## src/rtl/benes_pipe_net_pkg.sv

```systemverilog
// rtl/benes_pipe_net_pkg.sv - shared sizes, lane type and Benes inter-stage routing helpers
package benes_pipe_net_pkg;
   localparam int SIZE       = 8;
   localparam int DATA_WIDTH = 8;
   localparam int LAYER_NUM  = $clog2(SIZE);
   localparam int STAGE_NUM  = 2*LAYER_NUM-1;
   localparam int SWITCH_NUM = SIZE/2;
   localparam int MID_STAGE  = STAGE_NUM/2;
   localparam int CTRL_W     = STAGE_NUM*SWITCH_NUM;

   typedef logic [DATA_WIDTH-1:0] lane_t;

   function automatic int abs_int(input int v);
      return (v < 0) ? -v : v;
   endfunction

   function automatic int pow2(input int e);
      return 1 << e;
   endfunction

   function automatic int log2_int(input int v);
      int r;
      r = 0;
      while (pow2(r) < v) r++;
      return r;
   endfunction

   // Input port of stage+1 fed by output port p_out of stage, for any power-of-two size.
   function automatic int link(input int size, input int stage, input int p_out);
      int mid;
      int layer;
      int rows;
      int sub;
      int res;
      mid   = (2*log2_int(size)-1)/2;
      layer = mid - abs_int(stage-mid);
      rows  = size >> layer;
      sub   = p_out / rows;
      if (stage < mid)
         res = (p_out%rows)/2 + (rows/2)*(2*sub + p_out%2);
      else if (sub%2 == 0)
         res = (p_out%rows)*2 + sub*rows;
      else
         res = (p_out%rows)*2 + (sub-1)*rows + 1;
      return res;
   endfunction
endpackage

```

## src/rtl/benes_stage.sv

```systemverilog
// rtl/benes_stage.sv - one column of 2x2 switches followed by its hold-enabled pipeline register
module benes_stage
   import benes_pipe_net_pkg::*;
#(
   parameter int SIZE       = 8,
   parameter int DATA_WIDTH = 8
) (
   input  logic                       clk,
   input  logic                       rst,
   input  logic                       hold,
   input  logic                       in_valid,
   input  logic [SIZE*DATA_WIDTH-1:0] in_data,
   input  logic [SIZE/2-1:0]          ctrl,
   output logic                       out_valid,
   output logic [SIZE*DATA_WIDTH-1:0] out_data
);
   localparam int SW = SIZE/2;

   logic [SIZE*DATA_WIDTH-1:0] sw_data;

   always_comb begin
      sw_data = in_data;
      for (int j = 0; j < SW; j++) begin
         if (ctrl[j]) begin
            sw_data[2*j*DATA_WIDTH +: DATA_WIDTH]     = in_data[(2*j+1)*DATA_WIDTH +: DATA_WIDTH];
            sw_data[(2*j+1)*DATA_WIDTH +: DATA_WIDTH] = in_data[2*j*DATA_WIDTH +: DATA_WIDTH];
         end
      end
   end

   always_ff @(posedge clk) begin
      if (rst) begin
         out_valid <= 1'b0;
         out_data  <= '0;
      end else if (!hold) begin
         out_valid <= in_valid;
         out_data  <= sw_data;
      end
   end
endmodule

```

## src/rtl/benes_pipe_net.sv

```systemverilog
// rtl/benes_pipe_net.sv - pipelined Benes permutation network with whole-pipe stall and per-beat control
module benes_pipe_net
   import benes_pipe_net_pkg::*;
#(
   parameter  int SIZE       = benes_pipe_net_pkg::SIZE,
   parameter  int DATA_WIDTH = benes_pipe_net_pkg::DATA_WIDTH,
   localparam int LAYER_NUM  = $clog2(SIZE),
   localparam int STAGE_NUM  = 2*LAYER_NUM-1,
   localparam int SWITCH_NUM = SIZE/2,
   localparam int CTRL_W     = STAGE_NUM*SWITCH_NUM,
   localparam int OCC_W      = $clog2(STAGE_NUM+1)
) (
   input  logic                       clk,
   input  logic                       rst,
   input  logic                       in_valid,
   output logic                       in_ready,
   input  logic [SIZE*DATA_WIDTH-1:0] in_data,
   output logic                       out_valid,
   input  logic                       out_ready,
   output logic [SIZE*DATA_WIDTH-1:0] out_data,
   input  logic                       cfg_wr,
   input  logic [CTRL_W-1:0]          cfg_word,
   output logic [CTRL_W-1:0]          cfg_q,
   output logic [OCC_W-1:0]           occupancy
);
   // Control bits still owed to downstream stages, packed stage after stage, lowest stage first.
   localparam int REST_TOT = SWITCH_NUM*STAGE_NUM*(STAGE_NUM-1)/2;

   logic [SIZE*DATA_WIDTH-1:0] st_in    [STAGE_NUM];
   logic [SIZE*DATA_WIDTH-1:0] st_out   [STAGE_NUM];
   logic                       st_vin   [STAGE_NUM];
   logic                       st_vout  [STAGE_NUM];
   logic [SWITCH_NUM-1:0]      st_ctrl  [STAGE_NUM];
   logic [REST_TOT-1:0]        rest_d;
   logic [REST_TOT-1:0]        rest_q;
   logic                       stall;
   logic                       accept;
   logic                       emit;

   assign out_valid = st_vout[STAGE_NUM-1];
   assign out_data  = st_out[STAGE_NUM-1];
   assign stall     = out_valid && !out_ready;
   assign in_ready  = !stall;
   assign accept    = in_valid && in_ready;
   assign emit      = out_valid && out_ready;

   assign st_vin[0] = in_valid;
   assign st_in[0]  = in_data;

   genvar s, p;
   generate
      for (s = 0; s < STAGE_NUM; s++) begin : g_stage
         localparam int REST_W = (STAGE_NUM-1-s)*SWITCH_NUM;
         localparam int OFF    = SWITCH_NUM*(s*(STAGE_NUM-1) - (s*(s-1))/2);
         localparam int PREV   = SWITCH_NUM*((s-1)*(STAGE_NUM-1) - ((s-1)*(s-2))/2);

         if (s == 0) begin : g_first
            assign st_ctrl[0]             = cfg_q[SWITCH_NUM-1:0];
            assign rest_d[0 +: REST_W]    = cfg_q[CTRL_W-1:SWITCH_NUM];
         end else begin : g_next
            assign st_ctrl[s] = rest_q[PREV +: SWITCH_NUM];
            if (REST_W > 0) begin : g_rest
               assign rest_d[OFF +: REST_W] = rest_q[PREV+SWITCH_NUM +: REST_W];
            end
            assign st_vin[s] = st_vout[s-1];
            for (p = 0; p < SIZE; p++) begin : g_link
               localparam int L = link(SIZE, s-1, p);
               assign st_in[s][L*DATA_WIDTH +: DATA_WIDTH] = st_out[s-1][p*DATA_WIDTH +: DATA_WIDTH];
            end
         end

         benes_stage #(
            .SIZE       (SIZE),
            .DATA_WIDTH (DATA_WIDTH)
         ) u_stage (
            .clk       (clk),
            .rst       (rst),
            .hold      (stall),
            .in_valid  (st_vin[s]),
            .in_data   (st_in[s]),
            .ctrl      (st_ctrl[s]),
            .out_valid (st_vout[s]),
            .out_data  (st_out[s])
         );
      end
   endgenerate

   always_ff @(posedge clk) begin
      if (!stall) rest_q <= rest_d;
   end

   always_ff @(posedge clk) begin
      if (rst) begin
         cfg_q <= '0;
      end else if (cfg_wr) begin
         cfg_q <= cfg_word;
      end
   end

   always_ff @(posedge clk) begin
      if (rst) begin
         occupancy <= '0;
      end else if (accept && !emit) begin
         occupancy <= occupancy + OCC_W'(1);
      end else if (emit && !accept) begin
         occupancy <= occupancy - OCC_W'(1);
      end
   end
endmodule

```

## config.mk

```make
export PLATFORM = sky130hd
export DESIGN_NAME = benes_pipe_net
export DESIGN_NICKNAME = d
export VERILOG_FILES = /design/src/rtl/benes_pipe_net_pkg.sv /design/src/rtl/benes_stage.sv /design/src/rtl/benes_pipe_net.sv
export SDC_FILE = /design/constraint.sdc
export NUM_CORES = 1
export LEC_CHECK = 0
export ABC_CLOCK_PERIOD_IN_PS = 2900
export CAP_MARGIN = 20
export CORE_MARGIN = 2
export CORE_UTILIZATION = 50
export DETAILED_ROUTE_END_ITERATION = 7
export HOLD_SLACK_MARGIN = 0.08
export PLACE_DENSITY_LB_ADDON = 0.2
export REMOVE_ABC_BUFFERS = 1
export SLEW_MARGIN = 0
export SYNTH_ARGS = -nofsm -noshare
export SYNTH_HDL_FRONTEND = slang
export SYNTH_HIERARCHICAL = 1
export SYNTH_SLANG_ARGS = --single-unit
```

## constraint.sdc

```tcl
create_clock -name clk -period 2.9 [get_ports clk]
set_input_delay 0.435 -clock clk [delete_from_list [all_inputs] [get_ports clk]]
set_output_delay 0.435 -clock clk [all_outputs]
set_load 0.03 [all_outputs]
```

==> impl_metrics.sql <==
INSERT INTO impl_metrics (metric_group, metric, value, unit) VALUES
('run_status', 'run_status', 'completed', ''),
('sta', 'timing_worst_slew_pin_value', '1.05', 'ns'),
('synthesis', 'ys_warn_count', '6', ''),
('global_route', 'first_pass_grt_wire_length', '59900', 'um'),
('clocking', 'tritoncts_num_sinks', '388', ''),
('global_route', 'vias_in_the_first_global_route', '10861', ''),
('sta', 'setup-violations-final', '0', ''),
('layout', 'nets', '1756', ''),
('setup_path', 'critPathLaunchType', 'flop', ''),
('place', 'cell_area_reported_after_detailed_placement', '0.0191', 'mm^2'),
('power', 'total_power', '12.6', 'mW'),
('die', 'placement_rows', '69', ''),
('synthesis', 'area_share_of_and_or_nand_nor_cells_after_synthesis', '12.1', '%'),
('layout', 'mostFrequentLayoutCell', 'sky130_fd_sc_hd__dfxtp_1', ''),
('layout', 'layout.cell_area.non_filler', '0.0205', 'mm^2'),
('layout', 'drive_above_1_share', '7.53', '%'),
('worst_hold_path', 'holdCritPathClass', 'in2reg', ''),
('power', 'power.leakage', '7.51', 'nW'),
('layout', 'area_growth_syn_to_layout', '14.9', '%'),
('layout', 'num_antenna_cells', '0', ''),
('clocking', 'cts.reportedPaths.clkPinSlew', '0.06', 'ns'),
('power', 'power_per_cell_area', '614', 'mW/mm^2'),
('flow_run', 'drv.max_cap_violation_count', '0', ''),
('die', 'die_height', '193', 'um'),
('die', 'die-area', '0.0373', 'mm^2'),
('synthesis', 'yosys-mux-area-fraction', '19.5', '%'),
('setup_path', 'crit_required', '2.47', 'ns'),
('sta', 'final-hold-violation-count', '0', ''),
('drt', 'remaining_drc_errors', '0', ''),
('synthesis', 'postSynthCellCount', '1567', ''),
('setup_path', 'critical_path_peak_fanout', '41', ''),
('layout', 'final_util', '58.0', '%'),
('synthesis', 'synthTopCellsByArea', 'sky130_fd_sc_hd__dfxtp_1 (39%), sky130_fd_sc_hd__mux2i_1 (19%), sky130_fd_sc_hd__a211oi_1 (12%)', ''),
('layout', 'num-fill-cells', '3071', ''),
('global_route', 'globalRoute.totalOverflow', '0', ''),
('clocking', 'clock-root-buffer', 'sky130_fd_sc_hd__clkbuf_16', ''),
('clocking', 'number_of_buffers_added_to_fix_hold_violations_after_cts', '0', ''),
('clocking', 'numCtsBuffers', '42', ''),
('setup_path', 'critPathArrivalTime', '1.97', 'ns'),
('drt', 'routed_via_density', '5.35', ''),
('drt', 'dr.pass1.iters', '4', ''),
('synthesis', 'postSynthRegisterBits', '388', ''),
('clocking', 'cts_repair_resize_count', '0', ''),
('synthesis', 'yosysUniqueCellTypes', '24', ''),
('layout', 'multiInputGateArea', '0.00823', 'mm^2'),
('die', 'ios', '178', ''),
('clocking', 'clock_latency_late_sink', '0.53', 'ns'),
('sta', 'finalCritPeriodShare', '82.9', '%'),
('setup_path', 'critical_path.max_stage_delay', '0.50', 'ns'),
('place', 'detailed_place_hpwl', '25400', 'um'),
('drt', 'dr_total_vias', '11562', ''),
('power', 'ir_worst_vdd', '0.465', 'mV'),
('sta', 'fin_ws', '0.497', 'ns'),
('global_route', 'antenna_found_initial', '0', ''),
('place', 'routabilityCongestion', '0.750', ''),
('clocking', 'cts-root-to-sink-buffers', '3', ''),
('synthesis', 'synth-xor-area-share', '0', '%'),
('setup_path', 'cp_common_cell', 'sky130_fd_sc_hd__buf_4', ''),
('drt', 'final_antenna_net_count', '0', ''),
('sta', 'min_period', '2.40', 'ns'),
('place', 'port-buffer-count', '177', ''),
('global_route', 'largest_net_degree_at_the_start_of_global_routing', '79', ''),
('setup_path', 'timing.critical_path.slowest_stage_cell', 'sky130_fd_sc_hd__dfxtp_1', ''),
('synthesis', 'synth.top_cell.area_share', '39.0', '%'),
('synthesis', 'yosysSeqAreaShare', '45.7', '%'),
('sta', 'worst_clk_skew', '0.0142', 'ns'),
('sta', 'rsz0062_at_grt', 'false', ''),
('die', 'initial_utilization', '50.5', '%'),
('sta', 'achievable-frequency', '0.416', 'GHz'),
('setup_path', 'critical_path_class', 'reg2out', ''),
('synthesis', 'synth-compound-area-share', '14.3', '%');
[through the flow]
stage	hold slack [ns]	setup TNS, ns	std cells
after detailed placement	0.405	0	2083
after floorplan	0.400	-1136.34	1422
after global placement	0.404	0	2083
after CTS	0.311	0	2161
after global routing	0.354	0	2161
final	0.345	0	2161
[final timing paths]
check	startpoint	end	slack [ns]	cells after the start
worst max register to register	g_stage[4].u_stage/out_valid	g_stage[4].u_stage/out_data[16]	0.76	5
worst min-delay path	rst	cfg_q[18]	0.34	2
worst min register to register	rest_q[33]	rest_q[37]	0.41	0
worst max-delay path	g_stage[4].u_stage/out_valid	in_ready	0.50	3
[metal layers]
layer / vias up / global-route usage, % / wire length (um)
met5: - / 0 / 0
met4: 0 / 4.69 / 556
met3: 41 / 2.15 / 1360
met2: 184 / 29.0 / 15700
met1: 5432 / 31.3 / 20200
li1: 5905 / - / -
[power by group]
part	switching, mW	internal [mW]	total (mW)
Combinational	0.474	0.556	1.03
Sequential	0.312	5.70	6.01
Clock	2.11	3.47	5.57
[critical path: cells and delay by family (launching register included)]
kind                   cells  cell delay, ns
buffers and inverters      2            0.54
flip-flops                 1            0.50
AND/OR/NAND/NOR            1            0.38
[flip-flops by register name (all words and copies together) (netlist names)]
register,flops
cfg_q,20
g_stage.u_stage/out_valid,5
g_stage.u_stage/out_data,320
rest_q,40
occupancy,3
[logic make-up (layout without fill, tap and decap cells)]
group	after synthesis	count (layout)
muxes	348	348
buffers and inverters	152	285
AOI/OAI and AO/OA	324	324
and+or+nand+nor	354	354
adders and majority gates	1	1
DFF	388	388
[cells in the mapped netlist]
library cell               count
sky130_fd_sc_hd__a21oi_1       1
sky130_fd_sc_hd__a22oi_2       1
sky130_fd_sc_hd__or2b_1        1
sky130_fd_sc_hd__buf_1        10
sky130_fd_sc_hd__fa_1          1
sky130_fd_sc_hd__inv_1         2
sky130_fd_sc_hd__mux2_1        1
sky130_fd_sc_hd__nor2b_2       1
sky130_fd_sc_hd__dfxtp_1     348
sky130_fd_sc_hd__and2b_1       1
sky130_fd_sc_hd__nor2b_1     323
sky130_fd_sc_hd__a211oi_2     25
sky130_fd_sc_hd__buf_6        70
sky130_fd_sc_hd__buf_12       20
sky130_fd_sc_hd__edfxtp_1     40
sky130_fd_sc_hd__buf_2        28
sky130_fd_sc_hd__clkbuf_1     12
sky130_fd_sc_hd__nor2_1       27
sky130_fd_sc_hd__buf_4         5
sky130_fd_sc_hd__a211oi_1    297
sky130_fd_sc_hd__mux2i_1     346
sky130_fd_sc_hd__mux2_4        1
sky130_fd_sc_hd__inv_4         5
sky130_fd_sc_hd__nor2b_4       1
[final cells by class]
| type | count | share of cell area, % |
|---|---|---|
| timing repair buffer | 200 | 9.96 |
| inverter | 7 | 0.213 |
| clock buffer | 65 | 6.38 |
| clock inverter | 13 | 0.810 |
| sequential | 388 | 39.8 |
| tap | 461 | 2.81 |
| multi-input combinational | 1027 | 40.1 |
Note: power is estimated with default switching activity, not from simulation.
